**config.mk**
```make
export PLATFORM = sky130hd
export DESIGN_NAME = vending_machine_param
export DESIGN_NICKNAME = d
export VERILOG_FILES = /design/src/rtl/vending_machine_param.sv
export SDC_FILE = /design/constraint.sdc
export NUM_CORES = 1
export LEC_CHECK = 0
export CORE_UTILIZATION = 54
export DETAILED_ROUTE_END_ITERATION = 8
export GPL_TIMING_DRIVEN = 0
export PLACE_DENSITY = 0.84
export SETUP_SLACK_MARGIN = 0.02
export SLEW_MARGIN = 15
export SYNTH_ARGS = -nofsm -noshare
export SYNTH_HDL_FRONTEND = slang
export SYNTH_SLANG_ARGS = --single-unit
```
**constraint.sdc**
```tcl
create_clock -name clk -period 3.2 [get_ports clk]
set_input_delay 0.64 -clock clk [delete_from_list [all_inputs] [get_ports clk]]
set_output_delay 0.64 -clock clk [all_outputs]
set_load 0.05 [all_outputs]
```
**src/rtl/vending_machine_param.sv**
```systemverilog
// ----------------------------------------------------------------------------
// vending_machine_param
// Credit-based vending controller. Coins of any value arrive through a
// valid/ready port and add to a credit register. Once credit reaches PRICE,
// the controller holds a vend request to the dispenser until the dispenser
// acknowledges. Change, or a refund on cancel, is then paid out one credit
// unit per cycle. Completed sales are counted with a saturating counter.
//
// Ports
//   clk          rising-edge clock
//   reset_n      asynchronous active-low reset
//   coin_valid   coin present on coin_val
//   coin_val     coin value in credit units (0 = ignored)
//   coin_ready   controller can take a coin this cycle (combinational)
//   cancel       refund request for the current credit
//   choco_out    vend request, held until vend_ack
//   vend_ack     dispenser released the item
//   chng_out     one pulse per returned credit unit
//   coin_reject  one-cycle pulse: offered coin would overflow credit
//   credit       current credit
//   sales        completed vends, saturating
// ----------------------------------------------------------------------------
module vending_machine_param #(
   parameter int unsigned PRICE      = 3,
   parameter int unsigned VAL_W      = 4,
   parameter int unsigned CRED_W     = 5,
   parameter int unsigned MAX_CREDIT = 15,
   parameter int unsigned CNT_W      = 8
) (
   input  logic              clk,
   input  logic              reset_n,
   input  logic              coin_valid,
   input  logic [VAL_W-1:0]  coin_val,
   output logic              coin_ready,
   input  logic              cancel,
   output logic              choco_out,
   input  logic              vend_ack,
   output logic              chng_out,
   output logic              coin_reject,
   output logic [CRED_W-1:0] credit,
   output logic [CNT_W-1:0]  sales
);

   // Sum width holds the larger operand plus a carry, so it never wraps.
   localparam int unsigned SUM_W = ((CRED_W > VAL_W) ? CRED_W : VAL_W) + 1;

   typedef enum logic [1:0] {
      S_IDLE    = 2'd0,
      S_COLLECT = 2'd1,
      S_VEND    = 2'd2,
      S_CHANGE  = 2'd3
   } state_t;

   state_t              r_state;
   logic [CRED_W-1:0]   r_credit;
   logic [CNT_W-1:0]    r_sales;
   logic                r_reject;

   logic [SUM_W-1:0]    w_sum;
   logic                w_accept;
   logic                w_ovf;
   logic                w_reach;
   logic [CRED_W-1:0]   w_new;
   logic [CRED_W-1:0]   w_left;

   // Coin handshake and credit arithmetic
   assign coin_ready = ((r_state == S_IDLE) || (r_state == S_COLLECT)) && !cancel;
   assign w_accept   = coin_valid && coin_ready && (coin_val != '0);
   assign w_sum      = SUM_W'(r_credit) + SUM_W'(coin_val);
   assign w_ovf      = w_sum > SUM_W'(MAX_CREDIT);
   assign w_reach    = w_sum >= SUM_W'(PRICE);
   assign w_new      = CRED_W'(w_sum);
   // Credit is at least PRICE whenever VEND is entered.
   assign w_left     = r_credit - CRED_W'(PRICE);

   // State, credit, sales and reject pulse
   always_ff @(posedge clk or negedge reset_n) begin
      if (!reset_n) begin
         r_state  <= S_IDLE;
         r_credit <= '0;
         r_sales  <= '0;
         r_reject <= 1'b0;
      end else begin
         r_reject <= 1'b0;
         case (r_state)
            S_IDLE: begin
               if (w_accept) begin
                  if (w_ovf) begin
                     r_reject <= 1'b1;
                  end else begin
                     r_credit <= w_new;
                     r_state  <= w_reach ? S_VEND : S_COLLECT;
                  end
               end
            end
            S_COLLECT: begin
               // Cancel deasserts coin_ready, so it always beats a coin.
               if (cancel) begin
                  r_state <= S_CHANGE;
               end else if (w_accept) begin
                  if (w_ovf) begin
                     r_reject <= 1'b1;
                  end else begin
                     r_credit <= w_new;
                     if (w_reach) r_state <= S_VEND;
                  end
               end
            end
            S_VEND: begin
               if (vend_ack) begin
                  r_credit <= w_left;
                  if (r_sales != '1) r_sales <= r_sales + CNT_W'(1);
                  r_state  <= (w_left != '0) ? S_CHANGE : S_IDLE;
               end
            end
            S_CHANGE: begin
               // The pulse that takes credit from 1 to 0 is the last one.
               if (r_credit <= CRED_W'(1)) begin
                  r_credit <= '0;
                  r_state  <= S_IDLE;
               end else begin
                  r_credit <= r_credit - CRED_W'(1);
               end
            end
            default: begin
               r_credit <= '0;
               r_state  <= S_IDLE;
            end
         endcase
      end
   end

   // Outputs decoded from registers only
   assign choco_out   = (r_state == S_VEND);
   assign chng_out    = (r_state == S_CHANGE);
   assign coin_reject = r_reject;
   assign credit      = r_credit;
   assign sales       = r_sales;

endmodule

```
# --- Word level (Yosys, flattened, before mapping) ---
# Index checks and enable logic that the tools add are counted.
word_totals:
  output_inout_bits: 17
  elab_cells: 55
  ff_bits: 16
  inputBits: 9
classes:
  order_cmp: 3
  n_addsub: 4
  reduce_logical: 11
  eq_ne: 12
  n_mux: 21
ops:
  columns: ["op", "count"]
  rows:
  - ["5-bit two-way mux", 5]
  - ["2-bit two-way mux", 10]
  - ["5-bit one-hot mux with 4 select lines", 1]
  - ["3-bit != test, second input constant", 3]
  - ["8-bit by 1-bit adder with 8-bit output, second input constant", 1]
  - ["8-bit != test, second input constant", 1]
  - ["2-bit one-hot mux with 4 select lines", 1]
  - ["7-bit AND reduction", 1]
  - ["5-bit by 4-bit adder with 6-bit output", 1]
  - ["6-bit by 2-bit >= comparator with 1-bit output, second input constant", 1]
  - ["6-bit by 4-bit > comparator with 1-bit output, second input constant", 1]
  - ["2-bit != test, second input constant", 3]
  - ["5-bit by 1-bit <= comparator with 1-bit output, second input constant", 1]
  - ["5-bit nonzero test", 1]
  - ["5-bit by 1-bit subtractor with 5-bit output, second input constant", 1]
  - ["5-bit by 2-bit subtractor with 5-bit output, second input constant", 1]
  - ["2-bit == test, second input constant", 2]
  - ["2-bit by 1-bit != test with 1-bit output, second input constant", 2]
  - ["4-bit nonzero test", 1]
  - ["1-bit logical AND", 3]
  - ["1-bit two-way mux", 3]
  - ["3-bit AND reduction", 1]
  - ["2-bit by 1-bit == test with 1-bit output, second input constant", 1]
  - ["2-bit zero test", 1]
  - ["4 further kinds", 4]

# --- Logic depth before layout (Yosys ltp) ---
# Gate-level depths: netlist of run 1.
depth:
  depth_word: 8
  depth_mapped: 8
  ltp_nobuf: 8

# --- Least setup slack after synthesis of run 1 ---
# No wires, ideal clock.
synth_timing:
  kind: "reg2reg"
  startpoint: "register r_credit[0], in the netlist credit[0]"
  endpoint: "register r_credit[3], in the netlist credit[3]"
  required_ns: 3.075
  setup_time_ns: 0.125
  stages_incl_launch_ff: 9
  n_path_buf: 0
  path_slack_ns: 0.692
  t_arrival_ns: 2.383
  period_less_slack_ns: 2.508
  path_cell_list: "dfrtp_1 > ha_1 > inv_1 > fa_1 > nor2b_1 > a21oi_1 > o21ai_2 > nand2_2 > mux2_4"
synth_via:
  elab_chain_cells: 6
  elab_cells_between_ends: 11
  cone_classes: "add/sub (3); order compare (2); mux (6)"
synth_lines:
  columns: ["element", "line_no", "text"]
  rows:
  - ["start, declared", "55", "logic [CRED_W-1:0] r_credit;"]
  - ["start signal, assigned", "91", "r_credit <= w_new;"]
  - ["start signal, assigned", "104", "r_credit <= w_new;"]
  - ["start signal, assigned", "111", "r_credit <= w_left;"]
  - ["5-bit by 4-bit adder with 6-bit output", "69", "assign w_sum = SUM_W'(r_credit) + SUM_W'(coin_val);"]
  - ["6-bit by 4-bit > comparator with 1-bit output", "70", "assign w_ovf = w_sum > SUM_W'(MAX_CREDIT);"]
  - ["5-bit two-way mux", "88, 101", null]
  - ["5-bit two-way mux", "100", "end else if (w_accept) begin"]
  - ["5-bit two-way mux", "98", "if (cancel) begin"]
  - ["5-bit one-hot mux with 4 select lines (*)", "85", "case (r_state)"]
# Every way passes the cells marked *; elsewhere a longest branch is shown, timed or not. The select of a mux whose other input is x is not followed.
# A chain may end at the register's enable or synchronous reset.

# --- Final worst setup path of run 1 ---
layout_timing:
  startpoint: "input port coin_val[0]"
  endpoint: "register r_credit[3], in the netlist credit[3]"
layout_via:
  elab_chain_cells: 6
  elab_cells_between_ends: 8
  cone_classes: "add/sub (1); order compare (1); mux (4); reduce/logical (2)"
layout_lines:
  columns: ["element", "line_no", "text"]
  rows:
  - ["start, declared", "33", "input logic [VAL_W-1:0] coin_val,"]
  - ["5-bit by 4-bit adder with 6-bit output", "69", null]
  - ["6-bit by 4-bit > comparator with 1-bit output", "70", null]
  - ["5-bit two-way mux", "88, 101", null]
  - ["5-bit two-way mux (*)", "100", null]
  - ["5-bit two-way mux", "98", null]
  - ["5-bit one-hot mux with 4 select lines (*)", "85", null]
# Marked as above.

==> results of run 1 <==
## layout make-up
type	count	area (sq um)	share of cell area
plain buffers	4	16.3	0.0104
clock buffers	4	36.3	0.0232
inverters	11	41.3	0.0264
multi-input cells	104	786	0.502
flip-flops and latches	16	400	0.256
well taps	28	35.0	0.0224
repair buffers	25	250	0.160
## power by group through the flow
stage                     sequential (uW)  combinational [uW]  clock (uW)
after floorplan                       585                 667           0
after global placement                394                1150           0
after detailed placement              398                1180           0
after CTS                             394                1180         140
after global routing                  411                1280         147
final                                 395                1190         138
## layer usage
metal,share of wire,vias to the layer above
li1,-,543
met1,0.45,524
met2,0.48,36
met3,0.056,4
met4,0.011,0
met5,0,-
## cells in the final DEF (no fill, tap or decap), types with 2 or more instances in the layout
cell type / netlist / routed
sky130_fd_sc_hd__a21oi_1: 5 / 5
sky130_fd_sc_hd__a221oi_2: 2 / 2
sky130_fd_sc_hd__a31oi_1: 3 / 3
sky130_fd_sc_hd__and3_1: 2 / 2
sky130_fd_sc_hd__clkbuf_1: 3 / 3
sky130_fd_sc_hd__clkbuf_4: 0 / 3
sky130_fd_sc_hd__clkdlybuf4s50_1: 0 / 25
sky130_fd_sc_hd__dfrtp_1: 16 / 16
sky130_fd_sc_hd__ha_1: 8 / 8
sky130_fd_sc_hd__inv_1: 10 / 10
sky130_fd_sc_hd__mux2_1: 2 / 2
sky130_fd_sc_hd__nand2_1: 6 / 6
sky130_fd_sc_hd__nand2b_1: 3 / 3
sky130_fd_sc_hd__nand3_1: 5 / 5
sky130_fd_sc_hd__nand3b_1: 2 / 2
sky130_fd_sc_hd__nand4_1: 2 / 2
sky130_fd_sc_hd__nor2_1: 11 / 11
sky130_fd_sc_hd__nor2b_1: 4 / 4
sky130_fd_sc_hd__nor3_1: 3 / 3
sky130_fd_sc_hd__o21a_1: 3 / 3
sky130_fd_sc_hd__o21ai_0: 5 / 5
sky130_fd_sc_hd__o21ai_1: 2 / 2
sky130_fd_sc_hd__o221ai_1: 2 / 2
sky130_fd_sc_hd__o22ai_1: 3 / 3
sky130_fd_sc_hd__xnor2_1: 8 / 8
sky130_fd_sc_hd__xor2_1: 4 / 4
## metrics by stage
| step | utilization | area, sq um | worst slack, ns |
|---|---|---|---|
| after floorplan | - | 1240 | 0.692 |
| after global placement | 0.698 | 1530 | 0.212 |
| after detailed placement | 0.698 | 1530 | 0.123 |
| after CTS | 0.714 | 1570 | 0.430 |
| after global routing | 0.714 | 1570 | 0.319 |
| final | 0.714 | 1570 | 0.391 |
## cell families after synthesis
logic type                 Yosys count  share of synthesized area
DFF                                 16                      0.322
AOI/OAI and AO/OA                   34                      0.213
muxes                                3                     0.0302
adders and majority gates           10                      0.105
xor gates and xnor gates            12                     0.0845
and+or+nand+nor                     45                      0.199
buffers and inverters               15                     0.0463
## flip-flops by register name, indices dropped and copies added, names as in the netlist
signal / flops
sales: 8
r_state: 2
coin_reject: 1
credit: 5
## worst paths after layout
| kind | start | to | slack [ns] | cells past startpoint |
|---|---|---|---|---|
| setup / recovery | coin_val[0] | credit[3] | 0.39 | 9 |
| hold / removal | sales[7] | sales[7] | 0.50 | 1 |
| setup reg to reg | credit[0] | credit[3] | 0.66 | 8 |
| hold reg to reg | sales[7] | sales[7] | 0.50 | 1 |
| max in group asynchronous | reset_n | sales[1] | 2.00 | 1 |
| min in group asynchronous | reset_n | credit[1] | 0.76 | 1 |
## worst reg2reg max path, delay by kind of cell, from the launching register on
| kind | cells | cell delay, ns |
|---|---|---|
| fa+ha+maj | 2 | 0.61 |
| flops | 1 | 0.52 |
| compound gates | 2 | 0.51 |
| simple gates | 2 | 0.42 |
| mux | 1 | 0.31 |
| buf+inv | 1 | 0.06 |
==> results.md, run 1 <==
| Result | This run |
|:---|:---|
| Outcome | complete, no violations |
| Maximum operating frequency | 356 MHz |
| Cell internal power dissipation | 816 uW |
| Core Region | 2190 sq um |
| Floorplan die area | 2500 sq um |
| First-pass detailed-route iteration total | 4 |
| Crit-path slowest cell | sky130_fd_sc_hd__clkdlybuf4s50_1 |
| Iter 0 DRT Violations | 29 |
| Wire length of the first global-routing pass | 4.64 mm |
| Total number of vias | 1107 |
| Final setup violation count | 0 |
| Tightest Hold Check Type | flop to flop |
| Via density | 5.77 |
| # Max-Cap Violations | 0 |
| Global-route usage over all layers | 0.250 |
| Routed length per instance | 14.9 microns |
| Die extent in y | 50.0 microns |
| Final hold violations | 0 |
| Ant. Diodes | 0 |
| Number of buffers on the longest clock path | 2 |
| GRT Residual Overflow | 0 |
| Class of the most critical setup path | input port to flop |
| Total power density per cell area | 1100 nW/um^2 |
| Max Clock Skew | 0.00204 ns |
| Post-route setup TNS | 0 ns |
| FFs w/ async S/R, synth | 1.00 |
| Top delay family on crit path | buffers and inverters |
| Number of antenna violations at the first check in global routing | 0 |
| TritonCTS clock tree | yes |
| Syn nets | 153 |
| Met1 demand-to-capacity share in global routing | 0.329 |
| Netlist Area Pre-Place | 1240 sq um |
| Switching power of the nets | 907 uW |
| Effective utilization at floorplan | 0.568 |
| Combinational Power Share | 0.691 |
| Most used DFF post-synth | sky130_fd_sc_hd__dfrtp_1 |
| Number of nets in the final layout | 183 |
| Clock input transition at the sequential cells of the worst setup and hold paths | 0.10 ns |
| Total placed cells including tap cells | 188 |
| Placer congestion estimate | 0.879 |
| Area growth from synthesis to layout | 25.9% |
| Syn Inst Count | 135 |
| Hold slack final | 0.496 ns |
| Synth Warn # | 0 |
| Number of CTS-inserted buffers | 3 |
| I/O pin total | 26 |
| Fraction of post-synthesis cell area in the top cell type by area | 0.322 |
| Gr busiest metal | met2 |
| Filler Cells Inserted | 168 |
| Post-synthesis cell type with the largest combined area | sky130_fd_sc_hd__dfrtp_1 |
| Met3 track utilization from global routing | 0.0494 |
| Die outline width | 50.0 microns |
| Remaining routing DRC violations | 0 |
| Postcts setup bufs | 0 |
| Delay contributed by the slowest stage of the critical path | 0.50 ns |
| Maximum level of the CTS H-tree | 1 |
| Total half-perimeter wirelength after legalization and detailed placement | 2.17 mm |
| Cell at the root of the clock tree | sky130_fd_sc_hd__clkbuf_4 |
| CTS Hold Bufs | 0 |
| Count of antenna-violating nets left after detailed routing | 0 |
| Chain of cells forming the critical path | clkdlybuf4s50_1, ha_1, inv_1, fa_1, nor2b_1, a21oi_1, o21ai_2, nand2_2, mux2_4 |
| Relative slew slack | 0.529 |
| Critical path launch point type | input port |
| Total power after layout | 1720 uW |
| Unrepaired setup endpoints after global routing | false |
| Peak VDD IR | 720 uV |
| Sink Count | 16 |
| Biggest fanout along the worst timing path | 8 |
| Pin count of the biggest net entering global routing | 17 |
| Sort of element at the end of the critical path | flop |
| Number of standard cells in the layout, taps in and fillers out | 192 |
| Post-layout minimum cycle time | 2.81 ns |
| List of most frequent post-synthesis cells | sky130_fd_sc_hd__dfrtp_1 (16), sky130_fd_sc_hd__nor2_1 (11), sky130_fd_sc_hd__inv_1 (10) |
| EDFF count, synth | 0 |
| Total wire length | 2.85 mm |
| Ranking of synthesized cells by area | sky130_fd_sc_hd__dfrtp_1 (32%), sky130_fd_sc_hd__ha_1 (8.0%), sky130_fd_sc_hd__xnor2_1 (5.6%) |
| Clock latency reported for the late side of the worst-skew pair | 0.29 ns |
| Worst slew pin tran | 0.704 ns |
| Sequential cell fraction of total power | 0.229 |
| Clock network fraction of design power | 0.080 |
| WP data arrival | 3.00 ns |
| Number of gates resized after CTS | 0 |
| Final clock period utilization by the worst path | 0.878 |
| Leakage | 0.000638 uW |
| Count leader, synth | sky130_fd_sc_hd__dfrtp_1 |
| Buffers added on ports | 25 |
| Final count of pins violating max slew | 0 |
| Synthesis-stage register bit count | 16 |
| Share of layout cells above drive strength 1 | 0.0976 |
| Post-synthesis cell type count | 45 |
| Grt met2 use | 0.396 |
| Mean Syn Cell Area | 9.21 sq um |
| Required time of the worst setup path | 3.39 ns |
| Post-synthesis sequential area ratio | 0.322 |
| Num rows | 17 |
| Net switching share of the total power | 0.526 |
| Crit path buf inv count | 2 |
| Vias in the first global route | 983 |
Note: power is estimated with default switching activity, not from simulation.
==> run 2, diff against run 1 <==
Settings changed: GPL_ROUTABILITY_DRIVEN set to 0.
==> results of run 2 <==
Final layout, timing and power as in run 1 (identical DEF).
==> run 3, diff against run 2 <==
Settings changed: CORE_UTILIZATION 54 to 46, PLACE_DENSITY 0.84 to 0.76.
Clock period 3.2 ns to 2.4 ns, I/O delays scaled along.
==> results.md, run 3 (same netlist as run 1, synthesis figures left out) <==
| Result | This run | vs previous |
|:---|:---|:---|
| Number of buffers on the longest clock path | 2 | unchanged |
| Clock network fraction of design power | 0.074 | was 0.080 |
| Relative slew slack | 0.529 | about the same |
| First-pass detailed-route iteration total | 4 | unchanged |
| Number of antenna violations at the first check in global routing | 0 | unchanged |
| Total half-perimeter wirelength after legalization and detailed placement | 2.36 mm | was 2.17 mm |
| Via density | 5.75 | was 5.77 |
| Total power density per cell area | 1460 nW/um^2 | was 1100 nW/um^2 |
| Combinational Power Share | 0.697 | was 0.691 |
| Vias in the first global route | 1130 | was 983 |
| Met3 track utilization from global routing | 0.0282 | was 0.0494 |
| WP data arrival | 2.42 ns | was 3.00 ns |
| TritonCTS clock tree | yes | unchanged |
| Effective utilization at floorplan | 0.493 | was 0.568 |
| Critical path launch point type | flop | was input port |
| Maximum operating frequency | 450 MHz |  |
| I/O pin total | 26 | unchanged |
| Gr busiest metal | met2 | unchanged |
| Total placed cells including tap cells | 190 | was 188 |
| Clock latency reported for the late side of the worst-skew pair | 0.28 ns | was 0.29 ns |
| Final hold violations | 0 | unchanged |
| Area growth from synthesis to layout | 31.2% | was 25.9% |
| Required time of the worst setup path | 2.59 ns | was 3.39 ns |
| Unrepaired setup endpoints after global routing | false | unchanged |
| Leakage | 0.000688 uW | was 0.000638 uW |
| Core Region | 2520 sq um | was 2190 sq um |
| Global-route usage over all layers | 0.241 | was 0.250 |
| Biggest fanout along the worst timing path | 8 | unchanged |
| Post-layout minimum cycle time | 2.22 ns |  |
| Total number of vias | 1133 | was 1107 |
| Ant. Diodes | 0 | unchanged |
| Class of the most critical setup path | flop to flop | was input port to flop |
| Num rows | 18 | was 17 |
| Number of nets in the final layout | 186 | was 183 |
| Routed length per instance | 15.7 microns | was 14.9 microns |
| CTS Hold Bufs | 0 | unchanged |
| # Max-Cap Violations | 0 | unchanged |
| Cell at the root of the clock tree | sky130_fd_sc_hd__clkbuf_4 | unchanged |
| Footprint of the multi-input gates | 821 sq um | was 786 sq um |
| Floorplan die area | 2920 sq um | was 2500 sq um |
| Max Clock Skew | 0.00226 ns | was 0.00204 ns |
| Final clock period utilization by the worst path | 0.926 |  |
| Total wire length | 3.10 mm | was 2.85 mm |
| Tightest Hold Check Type | flop to flop | unchanged |
| Worst slew pin tran | 0.704 ns | about the same |
| Number of standard cells in the layout, taps in and fillers out | 197 | was 192 |
| Grt met2 use | 0.418 | was 0.396 |
| Max FFs per register | 8 | unchanged |
| Sort of element at the end of the critical path | flop | unchanged |
| Share of layout cells above drive strength 1 | 0.186 | was 0.0976 |
| Pin count of the biggest net entering global routing | 17 | unchanged |
| Final setup violation count | 0 | unchanged |
| Clock input transition at the sequential cells of the worst setup and hold paths | 0.10 ns | about the same |
| Wire length of the first global-routing pass | 5.13 mm | was 4.64 mm |
| Remaining routing DRC violations | 0 | unchanged |
| Outcome | complete, no violations | unchanged |
| Iter 0 DRT Violations | 44 | was 29 |
| Sink Count | 16 | unchanged |
| Met1 demand-to-capacity share in global routing | 0.316 | was 0.329 |
| Min setup slack post-route | 0.178 ns | was 0.391 ns |
| Sequential cell fraction of total power | 0.229 | about the same |
| Die extent in y | 54.0 microns | was 50.0 microns |
| Final count of pins violating max slew | 0 | unchanged |
| Net switching share of the total power | 0.524 | was 0.526 |
| Buffers added on ports | 25 | unchanged |
| Switching power of the nets | 1250 uW | was 907 uW |
| GRT Residual Overflow | 0 | unchanged |
| Number of CTS-inserted buffers | 3 | unchanged |
| Reg area | 404 sq um | was 400 sq um |
| Worst setup slack after placement | -0.445 ns | was 0.123 ns |
| Filler Cells Inserted | 231 | was 168 |
| Maximum level of the CTS H-tree | 1 | unchanged |
| Most common cell after layout, fill and taps aside | sky130_fd_sc_hd__clkdlybuf4s50_1 | unchanged |
| Peak VDD IR | 1020 uV | was 720 uV |
| Die outline width | 54.0 microns | was 50.0 microns |
| Leading cell types in the layout, fill and taps excluded | sky130_fd_sc_hd__clkdlybuf4s50_1 (19), sky130_fd_sc_hd__dfrtp_1 (13), sky130_fd_sc_hd__nor2_1 (11) | was sky130_fd_sc_hd__clkdlybuf4s50_1 (25), sky130_fd_sc_hd__dfrtp_1 (16), sky130_fd_sc_hd__nor2_1 (11) |
| Cell internal power dissipation | 1140 uW | was 816 uW |
| Count of antenna-violating nets left after detailed routing | 0 | unchanged |
-- run 3: worst paths after layout --
check	start	endpoint	slack, ns	cells past startpoint
hold reg to reg	sales[4]	sales[4]	0.51	1
max in group asynchronous	reset_n	credit[0]	1.30	1
setup / recovery	credit[0]	credit[1]	0.18	8
min in group asynchronous	reset_n	coin_reject	0.61	1
hold / removal	sales[4]	sales[4]	0.51	1
setup reg to reg	credit[0]	credit[1]	0.18	8
-- run 3: final cells by class --
cell class                 instances  area share
sequential                        16       0.248
clock buffer                       4      0.0222
inverter                          11      0.0253
multi-input combinational        104       0.503
timing repair buffer              28       0.167
tap                               30      0.0230
buffer                             4      0.0115
-- run 3: timing repair --
action	CTS	global route
buffers inserted	3	0
setup endpoints to repair	9	8
resized for setup	9	10
pin swaps	3	0
-- run 3: power groups by stage --
stage	clock network, uW	registers, uW	logic (uW)
finish	178	546	1660
CTS	180	544	1610
floorplan	0	786	889
detailed placement	0	549	1580
global route	195	567	1790
global placement	0	536	1530
-- run 3: critical path: stages, from the launching register on --
cell,delay [ns]
sky130_fd_sc_hd__dfrtp_2,0.47
sky130_fd_sc_hd__ha_2,0.21
sky130_fd_sc_hd__inv_1,0.05
sky130_fd_sc_hd__fa_1,0.38
sky130_fd_sc_hd__nor2b_2,0.17
sky130_fd_sc_hd__a21oi_1,0.12
sky130_fd_sc_hd__o21ai_1,0.23
sky130_fd_sc_hd__mux2_4,0.33
sky130_fd_sc_hd__a221oi_2,0.17
-- run 3: stage by stage --
step	area (sq um)	hold slack [ns]	utilization	TNS, ns	power [uW]
floorplan	1250	0.184	-	0	1680
global route	1630	0.521	0.647	0	2560
global placement	1540	0.478	0.609	-2.25	2070
CTS	1600	0.506	0.634	0	2340
detailed placement	1540	0.493	0.609	-2.48	2130
finish	1630	0.507	0.647	0	2390
-- run 3: per-layer routing --
metal	vias to the layer above	wire length (microns)
li1	550	-
met3	4	111
met1	554	1430
met2	25	1540
met4	0	21
met5	-	0
